===== src/rtl/serial_adder_pkg.sv =====
// ============================================================================
// Module  : serial_adder_pkg
// Brief   : Shared types for the bit-serial adder (FSM state encoding).
// Revision: 1.0 - initial release
// ============================================================================
`default_nettype none

package serial_adder_pkg;

    localparam int STATE_W = 2;

    typedef enum logic [STATE_W-1:0] {
        IDLE = 2'd0,
        RUN  = 2'd1,
        DONE = 2'd2
    } state_t;

endpackage : serial_adder_pkg

`default_nettype wire


===== src/rtl/serial_adder_full_adder_cell.sv =====
// ============================================================================
// Module  : full_adder_cell
// Brief   : 1-bit combinational full adder used as the serial datapath bit.
// Revision: 1.0 - initial release
// ============================================================================
`default_nettype none

module full_adder_cell (
    input  logic a,
    input  logic b,
    input  logic cin,
    output logic s,
    output logic cout
);

    assign s    = a ^ b ^ cin;
    assign cout = (a & b) | (a & cin) | (b & cin);

endmodule : full_adder_cell

`default_nettype wire


===== src/rtl/serial_adder.sv =====
// ============================================================================
// Module  : serial_adder
// Brief   : Bit-serial WIDTH-bit adder, LSB first, one bit per clock.
// Revision: 1.0 - initial release
// ============================================================================
`default_nettype none

module serial_adder
    import serial_adder_pkg::*;
#(
    parameter int WIDTH = 8
) (
    input  logic             clk,
    input  logic             rst,
    input  logic             start,
    input  logic [WIDTH-1:0] a,
    input  logic [WIDTH-1:0] b,
    input  logic             cin,
    output logic             busy,
    output logic             done,
    output logic [WIDTH-1:0] sum,
    output logic             cout,
    output logic             ovf
);

    localparam int CNT_W = (WIDTH > 1) ? $clog2(WIDTH) : 1;
    localparam logic [CNT_W-1:0] CNT_PEN  = CNT_W'(WIDTH - 2);
    localparam logic [CNT_W-1:0] CNT_LAST = CNT_W'(WIDTH - 1);

    state_t             state_q,   state_d;
    logic [WIDTH-1:0]   shift_a_q, shift_a_d;
    logic [WIDTH-1:0]   shift_b_q, shift_b_d;
    logic [WIDTH-1:0]   part_q,    part_d;
    logic [WIDTH-1:0]   sum_q,     sum_d;
    logic [CNT_W-1:0]   cnt_q,     cnt_d;
    logic               carry_q,   carry_d;
    logic               c_msb_q,   c_msb_d;
    logic               cout_q,    cout_d;
    logic               ovf_q,     ovf_d;

    logic               fa_s;
    logic               fa_c;

    full_adder_cell u_fa (
        .a    (shift_a_q[0]),
        .b    (shift_b_q[0]),
        .cin  (carry_q),
        .s    (fa_s),
        .cout (fa_c)
    );

    always_comb begin
        state_d   = state_q;
        shift_a_d = shift_a_q;
        shift_b_d = shift_b_q;
        part_d    = part_q;
        sum_d     = sum_q;
        cnt_d     = cnt_q;
        carry_d   = carry_q;
        c_msb_d   = c_msb_q;
        cout_d    = cout_q;
        ovf_d     = ovf_q;

        case (state_q)
            IDLE, DONE: begin
                // DONE accepts start too, so back-to-back operations lose no cycle.
                if (start) begin
                    shift_a_d = a;
                    shift_b_d = b;
                    carry_d   = cin;
                    cnt_d     = '0;
                    part_d    = '0;
                    c_msb_d   = 1'b0;
                    state_d   = RUN;
                end else begin
                    state_d   = IDLE;
                end
            end
            RUN: begin
                shift_a_d = shift_a_q >> 1;
                shift_b_d = shift_b_q >> 1;
                part_d    = {fa_s, part_q[WIDTH-1:1]};
                carry_d   = fa_c;
                cnt_d     = cnt_q + 1'b1;
                if (cnt_q == CNT_PEN) begin
                    c_msb_d = fa_c;
                end
                if (cnt_q == CNT_LAST) begin
                    sum_d   = {fa_s, part_q[WIDTH-1:1]};
                    cout_d  = fa_c;
                    ovf_d   = c_msb_q ^ fa_c;
                    state_d = DONE;
                end
            end
            default: begin
                state_d = IDLE;
            end
        endcase
    end

    always_ff @(posedge clk) begin
        if (rst) begin
            state_q   <= IDLE;
            shift_a_q <= '0;
            shift_b_q <= '0;
            part_q    <= '0;
            sum_q     <= '0;
            cnt_q     <= '0;
            carry_q   <= 1'b0;
            c_msb_q   <= 1'b0;
            cout_q    <= 1'b0;
            ovf_q     <= 1'b0;
        end else begin
            state_q   <= state_d;
            shift_a_q <= shift_a_d;
            shift_b_q <= shift_b_d;
            part_q    <= part_d;
            sum_q     <= sum_d;
            cnt_q     <= cnt_d;
            carry_q   <= carry_d;
            c_msb_q   <= c_msb_d;
            cout_q    <= cout_d;
            ovf_q     <= ovf_d;
        end
    end

    assign busy = (state_q == RUN);
    assign done = (state_q == DONE);
    assign sum  = sum_q;
    assign cout = cout_q;
    assign ovf  = ovf_q;

endmodule : serial_adder

`default_nettype wire


===== config.mk =====
export PLATFORM = sky130hd
export DESIGN_NAME = serial_adder
export DESIGN_NICKNAME = d
export VERILOG_FILES = /design/src/rtl/serial_adder_pkg.sv /design/src/rtl/serial_adder_full_adder_cell.sv /design/src/rtl/serial_adder.sv
export SDC_FILE = /design/constraint.sdc
export NUM_CORES = 1
export LEC_CHECK = 0
export BUFFER_PORTS_ARGS = -buffer_cell sky130_fd_sc_hd__buf_2
export CORE_ASPECT_RATIO = 1.25
export CORE_MARGIN = 8
export CORE_UTILIZATION = 45
export DETAILED_ROUTE_END_ITERATION = 7
export PLACE_DENSITY = 0.7
export SYNTH_ARGS = -nofsm -noshare
export SYNTH_HDL_FRONTEND = slang
export SYNTH_SLANG_ARGS = --single-unit

===== constraint.sdc =====
create_clock -name clk -period 3.9 [get_ports clk]
set_input_delay 0.39 -clock clk [delete_from_list [all_inputs] [get_ports clk]]
set_output_delay 0.39 -clock clk [all_outputs]
set_load 0.005 [all_outputs]

==> results of run 1 <==
[per-layer routing]
layer / vias up / share of wire
met5: - / 0
met4: 0 / 0.014
met3: 5 / 0.081
met2: 31 / 0.44
met1: 618 / 0.46
li1: 719 / -
[synthesized netlist by cell type]
cell type,number
nand2_1,58
dfxtp_1,40
a21oi_1,23
nor2_1,17
a311oi_1,14
nand3_1,13
buf_4,6
buf_2,5
clkbuf_1,4
ha_1,3
nand2b_1,3
nor2b_1,2
a211oi_1,1
a22oi_1,1
and3b_1,1
buf_6,1
fa_1,1
inv_1,1
inv_2,1
nand3b_1,1
nand4_1,1
o211ai_1,1
o21a_1,1
xnor2_1,1
[per-stage QoR]
stage	instances	setup WS [ns]
floorplan	200	2.624
global placement	255	1.992
detailed placement	255	1.944
CTS	263	1.911
global route	263	1.772
finish	263	1.931
[final cells by class]
type | count | share of cell area
flip-flops and latches | 40 | 0.4324
multi-input cells | 142 | 0.3966
repair buffers | 32 | 0.08784
clock buffers | 6 | 0.04459
well taps | 39 | 0.02635
clock inverters | 2 | 0.008108
inverters | 2 | 0.004054
[logic make-up after synthesis]
logic type | count (synthesis) | synth area share
AND/OR/NAND/NOR | 96 | 0.2443
AO/OA/AOI/OAI | 41 | 0.1634
flip-flops | 40 | 0.4886
buffers and inverters | 18 | 0.06335
adder cells (fa/ha/maj) | 4 | 0.03512
XOR/XNOR | 1 | 0.005344
[sequential cells by signal, indices dropped and copies added (netlist names)]
name       cells
c_msb_q        1
cout           1
ovf            1
shift_b_q      8
carry_q        1
part_q         7
state_q        2
cnt_q          3
sum            8
shift_a_q      8
[worst reg2reg max path, cell delays in order (launching register included)]
cell and delay, ns:
dfxtp_1 0.40, nand2b_1 0.84, nand2_1 0.12, a311oi_1 0.32
[final timing paths]
kind | startpoint | endpoint | slack, ns | depth (start not counted)
worst max-delay path | state_q[1] | busy | 1.93 | 3
worst min-delay path | a[7] | shift_a_q[7] | 0.33 | 3
worst max register to register | state_q[0] | shift_b_q[2] | 2.13 | 3
worst min register to register | sum[3] | sum[3] | 0.45 | 2
[where the power goes]
group / leakage (nW) / switching (mW) / internal, mW
sequential: 0.326 / 0.0116 / 0.428
combinational: 0.365 / 0.0497 / 0.0293
clock: 0.0434 / 0.148 / 0.143
==> results.ini, run 1 <==
[final_layout]
n_antenna_cell=0
drive_above_1_share=0.1830
layout_common_cells=nand2_1, dfxtp_1, buf_2
finalNetCount=247
multi_input_area_um2=734.5
seqCellArea_um2=800.8
post-route-util=0.5316
num-fill-cells=367
syn_to_final_growth_pct=12.98
layout_commonest_cell=nand2_1
stdcell_area_um2=1852

[global_routing]
grtUsageTotal=0.1144
met2_usage=0.1715
grt_pass1_wl_um=5678
met3_usage=0.05833
grt_max_degree=41
grt.busiest_layer=met2
grtUsageMet1=0.1349
antenna_found_initial=0
grt.overflow.total=0
grt_pass1_vias=1264

[die]
num_rows=24
die_w_um=69.98
die_area_um2=5842
start_util=0.4705
coreArea_um2=3483
die_y_um=83.48
io_pins=32

[timing]
period_minus_slack_ns=1.969
setup_viol=0
fin_crit_sh=0.5047
clock_skew_ns=0.009197
hold_violations=0
rsz0062_at_grt=no
slew_headroom=0.2537
setup-tns-final_ns=0
worst_slew_pin_slew_ns=1.117
fmax_ghz=0.5080
whs_ns=0.3272
final-max-slew-violation-count=0

[critical_path]
cp.required_ns=3.51
critical-path-max-stage-delay_ns=0.50
path_buf_inv=2
critPathKind=flop to output pin
cp_slowest_cell=nand2b_1
crit_path_start_kind=flop
path_max_fanout=16
crit_family=simple AND/OR/NAND/NOR gates
crit_chain=nand2b_1, inv_2, buf_2
critPathArrivalTime_ns=1.58
crit_path_end_kind=output pin

[detailed_routing]
drt_iter0_markers=66
viasPerCell=5.221
ant_nets=0
wl_per_cell_um=12.39
vias=1373
routed_wl_um=3259
dr.pass1.iters=4
drc=0

[logic_synthesis]
syn-cell-area_um2=1639
syn_area_per_cell_um2=8.195
yosysTopAreaCell=dfxtp_1
syn_nets=224
yosysTopAreaCellShare=0.4885
ys_warn_count=0
synth_cell_type_count=24
syn_inst=200
synth_area_leaders=dfxtp_1, nand2_1, a311oi_1
ys_seq_area_frac=0.4885
synth-seq-cells=40

[cts]
clock-sinks=40
post_cts.repair.setup_buffers=0
cts_tree=yes
clk_latency_ns=0.30
path_clk_slew_ns=0.08
ctsHoldBuffers=0
cts-root-buf=clkbuf_8
cts-resized-gates=0
cts_htree_levels=2
cts_made_buffers=5
clock_path_buffers=2

[power_and_ir_drop]
max-vdd-ir-drop_mv=0.3104
power.leakage_nw=0.7347
power_density_nw_per_um2=436.9
total_power_uw=809.1

[placement]
port_buffers=31
place_hpwl_um=2161
gp_congestion=0.6625
placed_area_um2=1754

[outcome]
status=complete, no violations

[worst_hold_path]
hold_path_class=input port to flop

[run]
max-cap-violations=0

Note: power is estimated with default switching activity, not from simulation.
==> run 2: changes to the inputs <==
PLACE_DENSITY = 0.73   (was 0.7)
clock period = 1.7 ns   (was 3.9 ns; I/O delays follow)
==> run 2 against run 1 <==
  * Register-to-register slack lost 1.9 ns
  * Final cell count grew 1.1%
  * Via count grew 2.8%
  * First-iteration DRC count grew 53%
  * Sequential cell count is the same
  * Wire length shrank 0.77%
  * Sequential share of layout area shrank 0.63 points
  * Critical path type unchanged
  * Highest routed layer unchanged
==> results.ini, run 2 (synthesis results as in run 1) <==
[detailed_routing]
ant_nets=0
dr.pass1.iters=4
wl_per_cell_um=12.16
drt_iter0_markers=101
drc=0
viasPerCell=5.308
routed_wl_um=3234
vias=1412

[die]
num_rows=24
die_y_um=83.48
io_pins=32
die_area_um2=5842
coreArea_um2=3483
start_util=0.4705
die_w_um=69.98

[cts]
cts_made_buffers=5
cts_tree=yes
clock-sinks=40
cts-root-buf=clkbuf_8
cts_htree_levels=2
ctsHoldBuffers=0
cts-resized-gates=0
post_cts.repair.setup_buffers=0
clock_path_buffers=2
clk_latency_ns=0.28
path_clk_slew_ns=0.07

[power_and_ir_drop]
power.switching_uw=440.3
pwr-share-comb=0.106
seq_power_share=0.550
total_power_mw=1.831
power_report.internal_total_mw=1.391
p_sw_frac=0.2404
power_density_nw_per_um2=974.3
max-vdd-ir-drop_mv=0.7099
p_clk_frac=0.344
power.leakage_nw=0.7564

[global_routing]
antenna_found_initial=0
grtUsageTotal=0.1130
grt.overflow.total=0
grt_pass1_wl_um=5678
grt_max_degree=41
grt_pass1_vias=1331

[critical_path]
crit_chain=nand2b_1, inv_2, buf_2
crit_path_start_kind=flop
r2r_start=cnt_q[0]
path_max_fanout=13
cp_slowest_cell=dfxtp_1
crit-reg2reg-capture=ovf
critPathKind=flop to output pin
critical-path-max-stage-delay_ns=0.41
reg2reg_depth=5
crit_path_end_kind=output pin
r2r_setup_slack_ns=0.26
cp.required_ns=1.53
critPathArrivalTime_ns=1.36

[placement]
port_buffers=31
gp_congestion=0.6922
placed_area_um2=1789
place_hpwl_um=2179

[run]
max-cap-violations=0

[worst_hold_path]
holdPathStages=3
hold_end=shift_b_q[7]
hold_path_class=input port to flop
hold_path.startpoint=b[7]

[final_layout]
finalNetCount=250
n_antenna_cell=0
stdcell_area_um2=1879
layout_common_cells=nand2_1, dfxtp_1, buf_2
drive_above_1_share=0.1850
syn_to_final_growth_pct=14.66
layout_commonest_cell=nand2_1

[timing]
rsz0062_at_grt=no
final-max-slew-violation-count=0
slew_headroom=0.5289
clock_skew_ns=0.003255
setup-tns-final_ns=0
hold_violations=0
setup_viol=0
fmax_ghz=0.6528
period_minus_slack_ns=1.532
worst_slew_pin_slew_ns=0.7066
fin_crit_sh=0.9011
whs_ns=0.1179

[outcome]
status=complete, no violations

==> run 2: final cells by class <==
| cell class | instances | area (um^2) |
|---|---|---|
| fill | 359 | 1604 |
| sequential | 40 | 800.8 |
| multi-input combinational | 142 | 734.5 |
| timing repair buffer | 35 | 197.7 |
| clock buffer | 8 | 90.09 |
| tap | 39 | 48.80 |
| inverter | 2 | 7.507 |
==> run 2: per-stage QoR <==
stage	setup slack [ns]	instances	util
floorplan	0.4240	200	-
global placement	0.3157	258	0.5136
detailed placement	0.2805	258	0.5136
CTS	0.1565	266	0.5395
global route	0.06706	266	0.5395
finish	0.1682	266	0.5395
==> run 2: power groups by stage <==
| stage | registers (mW) | clock network (mW) | logic (mW) |
|---|---|---|---|
| global placement | 1.03 | 0 | 0.196 |
| detailed placement | 1.03 | 0 | 0.196 |
| floorplan | 1.02 | 0 | 0.153 |
| global route | 1.01 | 0.687 | 0.221 |
| finish | 1.01 | 0.630 | 0.194 |
| CTS | 1.01 | 0.647 | 0.196 |
==> run 2: how the worst max path moves through the flow <==
stage,startpoint,end,slack [ns],cells after the start
floorplan,cnt_q[0],ovf,0.42,5
global placement,cnt_q[1],ovf,0.32,5
detailed placement,cnt_q[0],ovf,0.28,5
CTS,state_q[0],busy,0.16,3
global route,state_q[0],busy,0.07,3
finish,state_q[0],busy,0.17,3
==> run 2: worst max-delay path: cells and delay by family, from the launching register on <==
family / cells / cell delay, ns
and+or+nand+nor: 1 / 0.24
DFF: 1 / 0.41
buffers and inverters: 2 / 0.43
==> run 2: metal layers <==
layer	vias up	track usage	routed length, um
met5	-	0	0
met4	0	0.04945	44
met3	5	0.04881	221
met2	35	0.1823	1474
met1	645	0.1253	1493
li1	727	-	-
